===== src/rtl/dbg_reg_pkg.sv =====
`default_nettype none
// ============================================================================
// dbg_reg_pkg : shared types for the debug register access initiator
// Revision    : 1.0
// ============================================================================
package dbg_reg_pkg;

  typedef enum logic [2:0] {
    ST_IDLE      = 3'd0,
    ST_WAIT_HALT = 3'd1,
    ST_WRITE     = 3'd2,
    ST_READ      = 3'd3,
`ifdef DBG_REG_READBACK_EN
    ST_VERIFY    = 3'd4,
`endif
    ST_RESP      = 3'd5
  } type_dbg_reg_state_e;

  typedef enum logic [1:0] {
    ERR_OK                = 2'd0,
    ERR_HALT_TIMEOUT      = 2'd1,
    ERR_READBACK_MISMATCH = 2'd2
  } type_dbg_rsp_err_e;

  localparam int DEFAULT_HALT_TIMEOUT = 16;

endpackage
`default_nettype wire


===== src/rtl/dbg_reg_access.sv =====
`default_nettype none
// ============================================================================
// dbg_reg_access : debug-side initiator for register file reads/writes,
//                  waits for core halt, one response per command.
// Optional       : DBG_REG_READBACK_EN adds a post-write verify cycle.
// Revision       : 1.0
// ============================================================================
module dbg_reg_access
  import dbg_reg_pkg::*;
#(
  parameter int ADDR_W       = 5,
  parameter int DATA_W       = 32,
  parameter int HALT_TIMEOUT = DEFAULT_HALT_TIMEOUT
) (
  input  logic              clk,
  input  logic              rst,
  input  logic              cmd_valid_i,
  output logic              cmd_ready_o,
  input  logic              cmd_write_i,
  input  logic [ADDR_W-1:0] cmd_addr_i,
  input  logic [DATA_W-1:0] cmd_wdata_i,
  output logic              rsp_valid_o,
  input  logic              rsp_ready_i,
  output logic [DATA_W-1:0] rsp_rdata_o,
  output logic [1:0]        rsp_err_o,
  input  logic              core_halted_i,
  output logic              dbg2rf_wr_req_o,
  output logic [ADDR_W-1:0] dbg2rf_addr_o,
  output logic [DATA_W-1:0] dbg2rf_wdata_o,
  input  logic [DATA_W-1:0] rf2dbg_rdata_i
);

  localparam logic [7:0] CNT_LAST = 8'(HALT_TIMEOUT - 1);

  type_dbg_reg_state_e state;
  logic                is_write;
  logic [ADDR_W-1:0]   addr_q;
  logic [DATA_W-1:0]   wdata_q;
  logic [7:0]          cnt;
  logic                rsp_valid_q;
  logic [DATA_W-1:0]   rdata_q;
  logic [1:0]          err_q;
  logic                addr_zero;

  assign addr_zero       = (addr_q == '0);
  assign cmd_ready_o     = (state == ST_IDLE) && !rst;
  // x0 is hardwired, so a write to it never reaches the register file
  assign dbg2rf_wr_req_o = (state == ST_WRITE) && !addr_zero;
  assign dbg2rf_addr_o   = addr_q;
  assign dbg2rf_wdata_o  = wdata_q;
  assign rsp_valid_o     = rsp_valid_q;
  assign rsp_rdata_o     = rdata_q;
  assign rsp_err_o       = err_q;

  always_ff @(posedge clk) begin
    if (rst) begin
      state       <= ST_IDLE;
      is_write    <= 1'b0;
      addr_q      <= '0;
      wdata_q     <= '0;
      cnt         <= '0;
      rsp_valid_q <= 1'b0;
      rdata_q     <= '0;
      err_q       <= ERR_OK;
    end else begin
      case (state)
        ST_IDLE: begin
          if (cmd_valid_i) begin
            is_write <= cmd_write_i;
            addr_q   <= cmd_addr_i;
            wdata_q  <= cmd_wdata_i;
            cnt      <= '0;
            state    <= ST_WAIT_HALT;
          end
        end
        ST_WAIT_HALT: begin
          if (core_halted_i) begin
            state <= is_write ? ST_WRITE : ST_READ;
          end else if (cnt == CNT_LAST) begin
            state       <= ST_RESP;
            rsp_valid_q <= 1'b1;
            rdata_q     <= '0;
            err_q       <= ERR_HALT_TIMEOUT;
          end else begin
            cnt <= cnt + 8'd1;
          end
        end
        ST_WRITE: begin
          rdata_q <= '0;
          err_q   <= ERR_OK;
`ifdef DBG_REG_READBACK_EN
          state   <= ST_VERIFY;
`else
          state       <= ST_RESP;
          rsp_valid_q <= 1'b1;
`endif
        end
        ST_READ: begin
          rdata_q     <= addr_zero ? '0 : rf2dbg_rdata_i;
          err_q       <= ERR_OK;
          state       <= ST_RESP;
          rsp_valid_q <= 1'b1;
        end
`ifdef DBG_REG_READBACK_EN
        ST_VERIFY: begin
          // the register file wrote on the previous negedge, so data is visible now
          err_q       <= (!addr_zero && (rf2dbg_rdata_i != wdata_q)) ?
                         ERR_READBACK_MISMATCH : ERR_OK;
          state       <= ST_RESP;
          rsp_valid_q <= 1'b1;
        end
`endif
        ST_RESP: begin
          if (rsp_ready_i) begin
            rsp_valid_q <= 1'b0;
            state       <= ST_IDLE;
          end
        end
        default: state <= ST_IDLE;
      endcase
    end
  end

endmodule
`default_nettype wire


===== config.mk =====
export PLATFORM = sky130hd
export DESIGN_NAME = dbg_reg_access
export DESIGN_NICKNAME = d
export VERILOG_FILES = /design/src/rtl/dbg_reg_pkg.sv /design/src/rtl/dbg_reg_access.sv
export SDC_FILE = /design/constraint.sdc
export NUM_CORES = 1
export LEC_CHECK = 0
export CORE_ASPECT_RATIO = 0.9
export CORE_MARGIN = 2
export CORE_UTILIZATION = 40
export DETAILED_ROUTE_END_ITERATION = 8
export GPL_ROUTABILITY_DRIVEN = 0
export PLACE_DENSITY_LB_ADDON = 0.08
export SYNTH_ARGS = -nofsm -noshare
export SYNTH_HDL_FRONTEND = slang
export SYNTH_SLANG_ARGS = --single-unit
export TNS_END_PERCENT = 30

===== constraint.sdc =====
create_clock -name clk -period 2.2 [get_ports clk]
set_input_delay 0.44 -clock clk [delete_from_list [all_inputs] [get_ports clk]]
set_output_delay 0.44 -clock clk [all_outputs]
set_load 0.005 [all_outputs]

==> flow_metrics.tcl <==
set metrics [dict create \
    cts_hold_buf 0 \
    grt_pass1_vias 2657 \
    slowest_stage "or4_1" \
    cp_num_buf_inv 1 \
    path_max_fanout 3 \
    num_rows 30 \
    die-height_um 86.51 \
    numCtsBuffers 9 \
    critPathRequiredTime_ns 1.76 \
    hold_class "flop to flop" \
    antenna_found_initial 0 \
    cp_top_family "simple AND/OR/NAND/NOR gates" \
    diodes 0 \
    setup_viol 0 \
    criticalPathCategory "flop to output port" \
    root_buffer "clkbuf_8" \
    coreArea_um2 7432 \
    ys_types 38 \
    syn_nets 410 \
    hold_viol_final 0 \
    slew_headroom_pct 59.99 \
    synth-compound-area-share_pct 21.71 \
    ant_nets 0 \
    hpwlAfterDp_um 6062 \
    clk_path_buf_depth 2 \
    drtPass1Iterations 4 \
    route.vias.total 2865 \
    endpoint_kind "output port" \
    die_area_um2 8276 \
    synth_top_area_share_pct 54.92 \
    tritoncts "done" \
    synth_xor_area_share_pct 0 \
    startpoint_type "flop" \
    area_growth_pct 58.85 \
    synth_ff_type "dfxtp_1" \
    htree_levels 3 \
    start_util_pct 40.71 \
    grt_overflow 0 \
    drtIter0Drc 94 \
    drc 0 \
    finClkSkew_ns 0.009899 \
    yosys.area.top_type "dfxtp_1" \
    synth_cells 334 \
    finalWorstSetupSlack_ns 0.1449 \
    fmax_mhz 486.6 \
    wire_per_inst_um 14.42 \
    ys_seq_area_share_pct 54.92 \
    synthArstFlopShare_pct 0 \
    filler_cell_count 654 \
    synth-simple-area-share_pct 18.57 \
    grt_max_degree 39 \
    synth_fa_ha_area_share_pct 0.4136 \
    outcome "completed" \
    grt_pass1_wl_um 12740 \
    rsz0062_at_grt "false" \
    cp.arrival_ns 1.62 \
    fin_crit_ns 2.055 \
    cp_cell_sequence "or4_1 > o21ai_2 > nor2_1 > clkbuf_2" \
    die_x_um 95.67 \
    synth_top_family_by_area "compound AO/OA/AOI/OAI gates" \
    wl_um 8332 \
    synth-edff-count 0 \
    synth_mux_area_share_pct 0 \
    synth_seq_cells 83 \
    clkSlewWorstSetupHoldPaths_ns 0.09 \
    io-pin-count 149 \
    drive_above_1_share_pct 7.676 \
    io_buffers 147 \
    worstMarginPinSlew_ns 0.5989 \
    slowest_delay_ns 0.55 \
    cap_viol_max_count 0 \
    power_density_nw_per_um2 659.7 \
    clk_latency_ns 0.36 \
    vdd_drop_max_uv 479.7 \
    leakage_nw 1.761 \
    nets 553 \
    cts_setup_buffers 0 \
    ys_top_cells_by_count "dfxtp_1, nand2_1, a21oi_1, a22o_1, clkbuf_1" \
    place_ws_ns -0.002413 \
    final_util_pct 64.66 \
    synth.top_cells.by_area "dfxtp_1, nand2_1, a22o_1" \
    period_share_pct 93.41 \
    clock_sinks 83 \
    yosys_warnings 0 \
    synth_area_um2 3025 \
    avgSynthCellArea_um2 9.058 \
    vias_per_cell 4.957 \
    maxSlewViolCount 0 \
    track_usage_pct 19.86 \
]
## final cells by class
class | instances | area [um^2] | share of cell area [%]
tap | 96 | 120.1 | 2.499
sequential | 83 | 1662 | 34.57
multi-input combinational | 224 | 1250 | 26.01
clock buffer | 9 | 123.9 | 2.577
inverter | 3 | 11.26 | 0.2343
clock inverter | 7 | 82.58 | 1.718
timing repair buffer | 156 | 1556 | 32.39
## per-stage QoR
stage          std cells  hold WS [ns]  setup TNS (ns)  cell area (um^2)  power [mW]
6_report             578        0.4463               0              4806       3.170
5_1_grt              578        0.4816               0              4806       3.323
4_1_cts              578        0.4529               0              4807       3.210
3_5_place_dp         562        0.4409       -0.002413              4592       2.077
3_3_place_gp         562        0.4344               0              4592       2.068
2_1_floorplan        334        0.4365               0              3025       1.788
## placed cells by master (no fill, tap or decap), types with 2 or more instances in the layout
master	count
inv_1	3
o21ai_0	6
a22o_1	32
buf_4	7
nor2b_1	4
clkbuf_8	9
or4_1	2
dfxtp_1	83
clkinvlp_4	2
a21oi_1	50
buf_12	2
o21ai_1	2
nand3b_1	3
nand2_1	83
nand3_1	3
clkdlybuf4s50_1	144
inv_6	3
nor3b_1	3
nor2_1	6
a31oi_1	3
nor3_1	7
## worst reg2reg max path, stage by stage (launching register included)
cell and delay, ns:
dfxtp_1 0.37, or4_4 0.59, nor4b_4 0.30, o22ai_2 0.15, buf_12 0.19, a22o_1 0.25
## layer usage
metal / part of all wire, % / track usage (%) / vias to the layer above
li1: - / - / 1447
met1: 43 / 24.15 / 1296
met2: 45 / 31.85 / 114
met3: 9.6 / 7.565 / 8
met4: 1.8 / 7.532 / 0
met5: 0 / 0 / -
## power breakdown
group	total (mW)	leakage (nW)	switching (mW)	internal, mW
sequential	1.59	0.675	0.0340	1.56
clock	1.13	0.0988	0.589	0.544
combinational	0.447	0.988	0.178	0.269
total	3.17	1.76	0.801	2.37
## cell families (layout without fill, tap and decap cells)
logic type / after synthesis / after routing
adders and majority gates: 1 / 1
other: 1 / 1
and+or+nand+nor: 121 / 121
buffers and inverters: 27 / 175
AOI/OAI and AO/OA: 101 / 101
DFF: 83 / 83
## final timing paths
path,slack (ns),from,cells after the start,to
setup / recovery,0.14,dbg2rf_addr_o[0],4,dbg2rf_wr_req_o
hold / removal,0.45,rsp_valid_o,2,rsp_valid_o
setup reg to reg,0.24,cnt[4],5,rsp_rdata_o[4]
hold reg to reg,0.45,rsp_valid_o,2,rsp_valid_o
## state kept, by name, summed over array words and instances, names as in the netlist
| register | flops |
|---|---|
| dbg2rf_addr_o | 5 |
| is_write | 1 |
| state | 3 |
| rsp_err_o | 1 |
| cnt | 8 |
| dbg2rf_wdata_o | 32 |
| rsp_rdata_o | 32 |
| rsp_valid_o | 1 |
## what timing repair did
item / CTS / global route
hold endpoints to repair: 0 / 0
pin swaps: 0 / 1
setup endpoints to repair: 2 / 2
gates resized for setup: 3 / 3
Power figures use the tool's default switching activity.
